[src/rtl/sound_mixer.sv]
// Multi-channel gain mixer: snapshots a frame, accumulates one channel per clock,
// then scales back from Q2.(GAIN_W-2) and saturates into a registered output sample.
module sound_mixer #(
    parameter int unsigned       NUM_CH   = 4,
    parameter int unsigned       IN_W     = 16,
    parameter int unsigned       GAIN_W   = 8,
    parameter int unsigned       OUT_W    = 16,
    parameter logic [GAIN_W-1:0] GAIN_RST = 8'h40
) (
    input  logic                       clk_sys,
    input  logic                       reset,
    input  logic                       sample_ce,
    input  logic [NUM_CH*IN_W-1:0]     in_data,
    input  logic [NUM_CH-1:0]          mute,
    input  logic                       gain_wr,
    input  logic [$clog2(NUM_CH)-1:0]  gain_addr,
    input  logic [GAIN_W-1:0]          gain_din,
    input  logic                       clr_flags,
    output logic signed [OUT_W-1:0]    out_sample,
    output logic                       out_valid,
    output logic                       busy,
    output logic                       clip,
    output logic                       overrun
);

    localparam int unsigned AW     = $clog2(NUM_CH);
    localparam int unsigned PROD_W = IN_W + GAIN_W + 1;
    localparam int unsigned ACC_W  = PROD_W + AW;
    localparam int unsigned SHIFT  = GAIN_W - 2;

    localparam logic signed [ACC_W-1:0] SAT_MAX =
        {{(ACC_W - OUT_W + 1){1'b0}}, {(OUT_W - 1){1'b1}}};
    localparam logic signed [ACC_W-1:0] SAT_MIN =
        {{(ACC_W - OUT_W + 1){1'b1}}, {(OUT_W - 1){1'b0}}};

    localparam logic [1:0] StIdle = 2'd0;
    localparam logic [1:0] StAcc  = 2'd1;
    localparam logic [1:0] StOut  = 2'd2;

    logic [1:0]                state_q, state_d;
    logic [AW-1:0]             ch_q, ch_d;
    logic signed [ACC_W-1:0]   acc_q, acc_d;
    logic [GAIN_W-1:0]         gain_q [NUM_CH];
    logic [GAIN_W-1:0]         gain_d [NUM_CH];
    logic [GAIN_W-1:0]         fgain_q [NUM_CH];
    logic signed [IN_W-1:0]    samp_q [NUM_CH];
    logic [NUM_CH-1:0]         fmute_q;
    logic signed [OUT_W-1:0]   out_sample_q;
    logic                      out_valid_q;
    logic                      clip_q;
    logic                      overrun_q;

    logic signed [PROD_W-1:0]  prod;
    logic signed [PROD_W-1:0]  addend;
    logic signed [ACC_W-1:0]   shifted;
    logic signed [OUT_W-1:0]   result;
    logic                      sat;
    logic                      accept;
    logic                      ovr_event;

    assign accept    = (state_q == StIdle) && sample_ce;
    assign ovr_event = (state_q != StIdle) && sample_ce;

    // Live gain registers; out-of-range addresses match no entry and are dropped.
    always_comb begin
        for (int i = 0; i < NUM_CH; i++) begin
            gain_d[i] = gain_q[i];
            if (gain_wr && (gain_addr == AW'(i))) begin
                gain_d[i] = gain_din;
            end
        end
    end

    always_comb begin
        prod   = $signed(PROD_W'(samp_q[ch_q])) * $signed(PROD_W'({1'b0, fgain_q[ch_q]}));
        addend = fmute_q[ch_q] ? '0 : prod;
    end

    always_comb begin
        shifted = acc_q >>> SHIFT;
        sat     = 1'b0;
        result  = shifted[OUT_W-1:0];
        if (shifted > SAT_MAX) begin
            result = SAT_MAX[OUT_W-1:0];
            sat    = 1'b1;
        end else if (shifted < SAT_MIN) begin
            result = SAT_MIN[OUT_W-1:0];
            sat    = 1'b1;
        end
    end

    always_comb begin
        state_d = state_q;
        ch_d    = ch_q;
        acc_d   = acc_q;
        unique case (state_q)
            StIdle: begin
                if (sample_ce) begin
                    state_d = StAcc;
                    ch_d    = '0;
                    acc_d   = '0;
                end
            end
            StAcc: begin
                acc_d = acc_q + ACC_W'(addend);
                if (ch_q == AW'(NUM_CH - 1)) begin
                    state_d = StOut;
                end else begin
                    ch_d = ch_q + AW'(1);
                end
            end
            StOut:   state_d = StIdle;
            default: state_d = StIdle;
        endcase
    end

    always_ff @(posedge clk_sys) begin
        if (reset) begin
            state_q      <= StIdle;
            ch_q         <= '0;
            acc_q        <= '0;
            fmute_q      <= '0;
            out_sample_q <= '0;
            out_valid_q  <= 1'b0;
            clip_q       <= 1'b0;
            overrun_q    <= 1'b0;
            for (int i = 0; i < NUM_CH; i++) begin
                gain_q[i]  <= GAIN_RST;
                fgain_q[i] <= GAIN_RST;
                samp_q[i]  <= '0;
            end
        end else begin
            state_q     <= state_d;
            ch_q        <= ch_d;
            acc_q       <= acc_d;
            out_valid_q <= (state_q == StOut);
            for (int i = 0; i < NUM_CH; i++) begin
                gain_q[i] <= gain_d[i];
            end
            // Snapshot takes gain_d so a write coincident with sample_ce lands in this frame.
            if (accept) begin
                fmute_q <= mute;
                for (int i = 0; i < NUM_CH; i++) begin
                    samp_q[i]  <= $signed(in_data[i*IN_W +: IN_W]);
                    fgain_q[i] <= gain_d[i];
                end
            end
            if (state_q == StOut) begin
                out_sample_q <= result;
            end
            clip_q    <= ((state_q == StOut) && sat) || (clip_q && !clr_flags);
            overrun_q <= ovr_event || (overrun_q && !clr_flags);
        end
    end

    assign out_sample = out_sample_q;
    assign out_valid  = out_valid_q;
    assign busy       = (state_q != StIdle);
    assign clip       = clip_q;
    assign overrun    = overrun_q;

endmodule
[config.mk]
export PLATFORM = sky130hd
export DESIGN_NAME = sound_mixer
export DESIGN_NICKNAME = d
export VERILOG_FILES = /design/src/rtl/sound_mixer.sv
export SDC_FILE = /design/constraint.sdc
export NUM_CORES = 1
export LEC_CHECK = 0
export CAP_MARGIN = 10
export CELL_PAD_IN_SITES_DETAIL_PLACEMENT = 0
export CELL_PAD_IN_SITES_GLOBAL_PLACEMENT = 2
export CORE_MARGIN = 5
export CORE_UTILIZATION = 30
export CTS_BUF_LIST = sky130_fd_sc_hd__clkbuf_8
export DETAILED_ROUTE_END_ITERATION = 7
export HOLD_SLACK_MARGIN = 0.08
export PLACE_DENSITY_LB_ADDON = 0.1
export SETUP_SLACK_MARGIN = 0.4
export SYNTH_ARGS = -nofsm -noshare
export SYNTH_HDL_FRONTEND = slang
export SYNTH_SLANG_ARGS = --single-unit
[constraint.sdc]
create_clock -name clk_sys -period 22.2 [get_ports clk_sys]
set_clock_uncertainty 0.15 [all_clocks]
set_input_delay 2.22 -clock clk_sys [delete_from_list [all_inputs] [get_ports clk_sys]]
set_output_delay 2.22 -clock clk_sys [all_outputs]
set_load 0.02 [all_outputs]
======== Word-level counts from Yosys, hierarchy flattened ========
Memories as Yosys holds them, arrays and structs flattened. A register that Yosys moved wholly into a read port is not among the register bits.
Cells that the tools add are included.
word-level totals
  register bits after elaboration ......... 54
  memory bits (writable) .................. 128
  bits of input ports ..................... 83
  output and inout bits ................... 20
  logic and storage cells ................. 98
  memories kept ........................... 3
memories
  name     words  width  read ports  clocked after memory_dff  write ports  line  source
  samp_q   4      16     1           1                         4            46    logic signed [IN_W-1:0] samp_q [NUM_CH];
  fgain_q  4      8      1           1                         4            45    logic [GAIN_W-1:0] fgain_q [NUM_CH];
  gain_q   4      8      4           0                         4            43    logic [GAIN_W-1:0] gain_q [NUM_CH];
cells by class
  $add $sub $neg .......................... 2
  $mul .................................... 1
  order comparisons ....................... 3
  equality and inequality tests ........... 9
  muxes and demuxes ....................... 41
  bitwise gates (word level) .............. 12
  reductions and logical operators ........ 19
operators by type and width
  kind                    number
  $mux W16                6
  $mux W8                 12
  $pmux W27 S2            1
  $add A27 B25 Y27        1
  $mux W27                1
  $mul A16 B9 Y25         1
  $mux W25                1
  $gt A21 B16 Y1 const B  1
  $lt A21 B16 Y1 const B  1
  $mux W2                 8
  $or A1 B1 Y1            12
  $logic_and A1 B1 Y1     9
  $mux W1                 9
  $eq A2 B2 Y1 const B    4
  $pmux W2 S2             2
  $ne A2 B2 Y1 const B    3
  $eq A2 B1 Y1 const B    2
  $logic_not A2 Y1        2
  $reduce_and A2 Y1       2
  $reduce_bool A2 Y1      2
  $lt A2 B3 Y1 const B    1
  $reduce_and A3 Y1       1
  $add A2 B1 Y2 const B   1
  $bmux W1 S2             1
  other kinds (2)         3

======== Depth between registers and ports, before layout ========
Gate-level depths: netlist (run 1).
  depth in word-level cells ............... 6
  depth in mapped cells ................... 33

======== Least setup slack after synthesis (run 1) ========
OpenSTA, ideal clock, no wires.
  path type ............................... register to register
  start point ............................. register (tool-made name)
  end point ............................... register acc_q[26]
  setup time .............................. 129 ps
  arrival ................................. 7881 ps
  path slack .............................. 14040 ps
  stages on the path, launching flop included .. 31
  clock period less this slack ............ 8160 ps
  cell sequence ........................... dfxtp_1 clkbuf_1 buf_1 mux4_2 clkbuf_1 nand2_1 fa_1 inv_1 fa_1 ha_1 inv_1 fa_1 inv_1 ha_1 a21o_1 a21o_1 a2111oi_0 o32ai_1 o41a_1 a31oi_1 xor2_1 nor2_1 ha_1 a21o_1 a21oi_1 o221a_2 o21ai_0 a31o_2 a311o_2 a221oi_1 a2111oi_1
RTL lines
  what                  line  source
  to (signal assigned)  121   acc_q <= '0;
  to (signal assigned)  135   acc_q <= acc_d;
  to (decl)             42    logic signed [ACC_W-1:0] acc_q, acc_d;

==> impl.org, run 1 <==
** Run status
- The run finished with clean final reports.

** Hold path
- Hold path endpoint :: gain_q[3][7]
- The path class of the tightest hold or removal check is flip-flop to flip-flop.
- Along the worst hold path, the cell count comes to 2.
- The startpoint identified for the worst hold timing path is gain_q[3][7].

** Logic synthesis
- Count of yosys warnings during synthesis :: 0
- Predominant post-synthesis flop cell :: edfxtp_1
- A synthesized cell averages 9.78 sq um.
- Synth unique cells :: 61
- EDFF count, synth :: 96
- Netlist Area Pre-Place :: 13,300 sq um
- Sequential share of the synthesized area :: 0.350
- After technology mapping, the gate count stands at 1,356.
- Synthesized flop and latch total :: 184
- Share of synthesized flip-flops with an asynchronous set or reset :: 0
- The number of nets handed over by synthesis was 1,618.

** Die
- In this run the core area contains 77 standard-cell rows.
- Number of ports placed on the die boundary :: 103
- The die covers 48,500 sq um.
- From left edge to right edge, the die measures 220 microns.
- The initial utilization of the core area, before any placement, comes to 0.302.
- Placeable Area :: 43,900 sq um
- Y dimension of the die :: 220 microns

** Power
- Power Dens Cells :: 88.0 nW/um^2
- Static leakage :: 6.56 nW
- Largest voltage drop on the vdd net :: 0.0443 mV

** Final layout
- From synthesis to final layout, the design area changed by 15.2%.
- Antenna diode instance count :: 0
- The final layout contains 1,692 nets.
- Once layout is complete, the utilization of the core stands at 0.348.
- Fill cell instance count of the final layout :: 4,556
- Fraction of layout instances using a drive strength above 1 :: 0.0617
- Registers take 4650 sq um.
- Area occupied by multi-input gates :: 7770 sq um

** Place
- Count of input and output buffers :: 102
- Worst-case setup slack after placement :: 13.55 ns
- Routability congestion estimate from global placement :: 0.776
- HPWL after detailed placement :: 26,200 microns

** Global routing
- The first global-routing pass estimated 55,300 microns of wire.
- Across every metal layer, demand over resource in global routing totals 0.146.
- Entering global routing, the biggest net connects 85 pins.
- Antenna violations before repair :: 0
- After global routing the overflow that remains totals 0.
- Via count of the first global-routing pass :: 9,886

** Clock network
- Clock tree synthesis inserted a total of 17 buffers.
- Clock tree synthesis found a total of 184 sinks.
- Buffers added to address setup during post-CTS repair amount to 0.
- Cells resized by post-CTS repair :: 0
- CTS placed an instance of clkbuf_8 at the clock tree root.
- Number of buffers inserted by hold repair at cts :: 0
- Max Buffers Root-to-Sink :: 2
- Clock latency on the worst-skew pair, taken at its later pin, is 0.56 ns.
- CTS built an H-tree with a depth of 4.
- Clock transition time at the flip-flop clock pins of the worst setup and hold paths :: 0.10 ns
- TritonCTS built the clock tree.

** Detailed routing
- Vias post-DR :: 9,237
- Once detail routing completed, the nets flagged for antenna violations numbered 0.
- 1st-pass router iterations :: 4
- Via-per-instance ratio :: 4.54
- Residual DRC :: 0
- Detailed-route wire length per cell :: 16.6 microns
- Sum of routed wire length over all layers :: 33,700 microns
- 1st-iter DRT viols :: 419

** Worst setup path
- The slowest stage of the critical path belongs to the cell dfxtp_2.
- On the worst path, the slowest cell contributes a delay of 0.95 ns.
- The worst setup path is of the flip-flop to flip-flop kind.
- Kind of cell with the highest combined delay on the critical path :: compound AO/OA/AOI/OAI gates
- CP Launch Type :: flip-flop
- Data required time of the critical path :: 22.46 ns
- STA classifies the critical path endpoint as a flip-flop.
- Reg2reg path depth :: 27
- Across all register-to-register paths, the minimum setup slack is 13.63 ns.
- STA puts the critical path data arrival time at 8.83 ns.
- CP Max Fanout :: 24
- The number of buffers and inverters on the critical path is 3.
- Worst reg2reg path endpoint :: acc_q[26]

** STA
- Adding up every negative setup slack in the final design gives 0 ns.
- Setup slack closes at 13.63 ns.
- The final-report max-slew violation count was 0.
- The number of hold violations in the final report is 0.
- Unrepaired setup endpoints after global routing :: no
- Worst rel slew slack :: 0.281
- Setup violations remaining at the end of the flow were counted as 0.
- The worst path in the final design needs a cycle of 8.57 ns, including I/O delays and setup.
- For this run, the top clock speed supported by timing is 117 MHz.
- Period utilization :: 0.386
- At the pin with the least slew margin, the transition time is 1.08 ns.

** Flow run
- Across the run, the number of max-cap violations was 0.
[power by group]
part / internal (mW) / leakage (nW) / switching, mW
Clock: 0.0912 / 0.190 / 0.142
Sequential: 0.389 / 1.74 / 0.0256
Combinational: 0.292 / 4.63 / 0.404
Total: 0.772 / 6.56 / 0.571
[state kept, by name, indices dropped and copies added (netlist names), named ones only]
signal and flops:
acc_q 27, ch_q 2, clip 1, fgain_q 32, fmute_q 4, gain_q 32, out_sample 16, out_valid 1
overrun 1, samp_q 64, state_q 2
[cell type report]
type | count | area share
multi-input combinational | 944 | 0.509
sequential | 184 | 0.304
timing repair buffer | 112 | 0.0716
tap | 592 | 0.0485
inverter | 171 | 0.0421
clock buffer | 17 | 0.0153
clock inverter | 15 | 0.00967
[cell usage after synthesis (2+ instances only)]
master       n  area (sq um)
nor3_1      26           130
xnor2_1     22           193
o31a_1       2          17.5
nand2_1    163           612
nor2_1      77           289
fa_1       103          2060
nand3b_1     3          22.5
clkbuf_1    48           180
a31o_2       2          17.5
a21o_1      27           203
a32oi_1      2          17.5
o21bai_1     7          52.6
mux4_2      25           563
or2_2        9          56.3
dfxtp_1     88          1760
ha_1        76           951
a31oi_1      7          43.8
and2_1     150           938
mux2i_1      9          90.1
nor3b_1      4          30.0
a211o_1      3          26.3
o31ai_1      5          37.5
a211oi_1     9          67.6
o41a_1       2          22.5
o21ai_0     19          95.1
xor2_1      14           123
nor2b_1      8          50.1
o21a_1       5          37.5
buf_1        8          30.0
or4_1        2          15.0
and3_1       4          25.0
o21ai_1      2          10.0
a21oi_1     94           470
nand3_1     31           155
edfxtp_1    96          2880
nand2b_1     4          25.0
a2111oi_0    2          17.5
nand4_1      4          25.0
inv_1      171           642
o211ai_1     2          15.0
[layer usage]
layer	part of all wire	vias to the layer above	global-route usage
met2	0.49	69	0.243
met5	0	-	0
met1	0.47	4510	0.196
met4	0.013	0	0.0385
li1	-	4632	-
met3	0.020	26	0.0272
[cells by family after synthesis]
logic type	synth area share
AOI/OAI and AO/OA	0.0990
xor gates and xnor gates	0.0273
adders and majority gates	0.227
buffers and inverters	0.0646
DFF	0.350
muxes	0.0493
and+or+nand+nor	0.182
[metrics by stage]
stage / cells / cell area [sq um] / power [mW] / hold slack (ns)
floorplan: 1356 / 13300 / 0.954 / 0.278
global placement: 2003 / 14900 / 1.14 / 0.290
detailed placement: 2003 / 14900 / 1.13 / 0.298
CTS: 2035 / 15300 / 1.38 / 0.311
global route: 2035 / 15300 / 1.48 / 0.333
finish: 2035 / 15300 / 1.34 / 0.307
[tightest hold or removal path, stage by stage, from the launching register on]
cell	delay [ns]
dfxtp_1	0.31
nand2_1	0.04
a21oi_1	0.06
[worst max path at each step]
stage / from / to / depth (start not counted)
final: flip-flop / acc_q[26] / 27
after global routing: flip-flop / acc_q[26] / 27
after CTS: flip-flop / acc_q[26] / 27
after detailed placement: flip-flop / acc_q[26] / 27
after global placement: flip-flop / acc_q[26] / 27
after floorplan: flip-flop / acc_q[26] / 30
[cells in the final DEF (no fill, tap or decap), drive strengths merged, types with 76 or more instances in the layout]
cell type / n
clkdlybuf4s50: 101
fa: 103
inv: 176
dfxtp: 88
edfxtp: 96
ha: 76
a21oi: 94
and2: 150
nand2: 163
nor2: 77
Note: power is estimated with default switching activity, not from simulation.
==> run 2: changes to the inputs <==
==> constraint.sdc (replaced) <==
create_clock -name clk_sys -period 8.7 [get_ports clk_sys]
set_clock_uncertainty 0.15 [all_clocks]
set_input_delay 0.87 -clock clk_sys [delete_from_list [all_inputs] [get_ports clk_sys]]
set_output_delay 0.87 -clock clk_sys [all_outputs]
set_load 0.02 [all_outputs]
==> run 2 against run 1 <==
Net effect: sequential share of layout area down 0.18 points; non-clock buffer count is 11 higher; utilization grew 0.24 points; wire length is 0.51% lower; flip-flop and latch count unchanged; first-iteration DRC count decreased by 8.6%; total power increased to 2.5 times the previous value; register-to-register slack got worse by 13 ns; combinational power rose to 2.6 times the previous value; die area unchanged; largest power group unchanged; highest routed layer unchanged.
==> impl.org, run 2 (same netlist as run 1, synthesis figures left out) <==
** Final layout
- The repair_antennas step left the layout with diodes totalling 0.
- The finished cells cover 15,400 sq um.
- Most frequent standard cell in the layout excluding fill and tap cells :: inv_1
- The register with the most flip-flops in the layout has 64 of them.
- Area overhead of the layout relative to synthesis :: 16.0%
- In the final design database the tool counted 1,703 nets.
- Leading cell types in the layout, fill and taps excluded :: inv_1 (170), nand2_1 (163), and2_1 (150), fa_1 (103), clkdlybuf4s50_1 (101)
- Largest register by flop count :: samp_q
- Fraction of layout instances using a drive strength above 1 :: 0.0715
- The largest registers in the layout are samp_q x64, fgain_q x32, gain_q x32.
- Fill cell instance count of the final layout :: 4,626

** Clock network
- Clock root buffer :: clkbuf_8
- After clock tree synthesis, the clock-pin slew on the worst setup and hold paths is 0.10 ns.
- The clock reaches the later pin of the worst-skew pair after 0.56 ns.
- TritonCTS clock tree :: yes
- The H-tree was split into 4 levels.
- The clock passes through at most 2 buffers.
- CTS Sinks :: 184
- Clock tree synthesis inserted a total of 17 buffers.

** Place
- Routability congestion estimate from global placement :: 0.787
- The wire-length estimate of the detail-placed layout is 26,300 microns.
- At the placement stage, the worst setup path has a slack of 0.186 ns.
- Area of placed instances :: 14,900 sq um
- In this run the tool buffered the top-level ports with 102 buffer cells.

** Worst setup path
- CP Max Fanout :: 11
- The worst setup path is of the flip-flop to flip-flop kind.
- Highest-delay cell along the critical path :: mux4_2
- Max stage delay on crit path :: 0.64 ns
- CP Launch Type :: flip-flop
- Data required time of the critical path :: 8.97 ns
- STA classifies the critical path endpoint as a flip-flop.
- By instance count, the cell type seen most on the critical path is a21o_1.
- Signal arrival time at the worst endpoint :: 8.15 ns

** Detailed routing
- Using the TritonRoute via totals, the vias-per-cell ratio works out to 4.57.
- After detailed routing, the average wire length per cell comes to 16.4 microns.
- For this run, design rule violations remaining after detail routing come to 0.
- For this run, the detailed router's first-pass iteration total came to 4.
- Antenna viol nets, final :: 0
- The routed design has 33,500 microns of wire.
- Vias post-DR :: 9,354
- 1st-iter DRT viols :: 383

** STA
- Unrepaired setup endpoints after global routing :: no
- Post-route minimum period :: 7.88 ns
- Number of max-slew violations in the final report :: 0
- Worst rel slew slack :: 0.231
- Slew of the pin with the lowest slew margin :: 1.15 ns
- The number of hold violations in the final report came to 0.
- Count of final setup violators :: 0
- Final Worst Setup Slack :: 0.818 ns
- Setup_tns :: 0 ns
- Based on the critical path, the design can be clocked at up to 127 MHz.
- Period utilization :: 0.906

** Flow run
- Max-capacitance violation count :: 0

** Global routing
- The initial antenna violation count came to 0.
- Via count of the first global-routing pass :: 9,877
- Across every metal layer, demand over resource in global routing totals 0.144.
- First-pass GRT wire length :: 54,300 microns
- After global routing the overflow that remains totals 0.
- Largest net degree at the start of global routing :: 79

** Power
- The worst-case IR drop observed on VDD is 0.0996 mV.
- Static leakage :: 6.62 nW
- Power Dens Cells :: 223 nW/um^2

** Die
- Row cnt :: 77
- In this run the vertical extent of the chip is 220 microns.
- Die extent in x :: 220 microns
- The initial utilization of the core area, before any placement, comes to 0.302.
- The core region is 43,900 sq um.
- Die area :: 48,500 sq um
- Number of ports placed on the die boundary :: 103

** Run status
- Run status :: complete, no violations

** Hold path
- Min-delay worst type :: flip-flop to flip-flop
==> run 2: changes by cell type in the layout (fill, tap and decap cells not counted), sizes merged <==
cell / change
buf: +11
clkinvlp: +1
bufinv: -1
clkbuf: +1
clkinv: -1
==> run 2: path summary, 6_finish.rpt <==
check	start	endpoint	slack, ns	cells after the start
setup / recovery	flip-flop	acc_q[26]	0.82	28
setup reg to reg	flip-flop	acc_q[26]	0.82	28
hold reg to reg	overrun	overrun	0.31	2
hold / removal	overrun	overrun	0.31	2
==> run 2: routing by layer <==
| layer | up-vias | global-route usage | share of wire |
|---|---|---|---|
| met1 | 4624 | 0.191 | 0.47 |
| met5 | - | 0 | 0 |
| li1 | 4647 | - | - |
| met3 | 28 | 0.0260 | 0.017 |
| met4 | 0 | 0.0406 | 0.014 |
| met2 | 55 | 0.241 | 0.50 |
==> run 2: timing repair <==
item	in CTS	in global routing
hold endpoints to repair	0	0
endpoints found under the setup margin	4	4
gates cloned	0	0
hold buffers	0	0
setup buffers	0	8
resized for setup	2	2
==> run 2: layout make-up <==
| class | count | area [sq um] | area share |
|---|---|---|---|
| Clock buffer | 18 | 248 | 0.0161 |
| Multi-Input combinational cell | 944 | 7770 | 0.506 |
| Sequential cell | 184 | 4650 | 0.302 |
| Inverter | 171 | 643 | 0.0418 |
| Clock inverter | 14 | 134 | 0.00871 |
| Tap cell | 592 | 741 | 0.0482 |
| Timing Repair Buffer | 123 | 1190 | 0.0773 |
==> run 2: stage by stage <==
| stage | power (mW) | hold WS [ns] | util | instances |
|---|---|---|---|---|
| final | 3.42 | 0.308 | 0.350 | 2046 |
| after floorplan | 2.43 | 0.278 | - | 1356 |
| after CTS | 3.50 | 0.314 | 0.349 | 2038 |
| after global routing | 3.77 | 0.332 | 0.350 | 2046 |
| after global placement | 2.91 | 0.294 | 0.340 | 2006 |
| after detailed placement | 2.89 | 0.299 | 0.340 | 2006 |
==> run 2: where the power goes <==
group	switching (mW)	internal [mW]	total [mW]	leakage [nW]
logic	1.04	0.747	1.79	4.69
clock network	0.365	0.216	0.581	0.183
registers	0.0629	0.993	1.06	1.74
total	1.47	1.96	3.42	6.62
==> run 2: critical path: cells and delay by family (launching register included) <==
kind / cells / cell delay, ns
compound gates: 14 / 3.32
xor+xnor: 1 / 0.22
fa+ha+maj: 6 / 2.36
buf+inv: 4 / 0.40
flops: 1 / 0.45
mux: 1 / 0.64
simple gates: 2 / 0.24
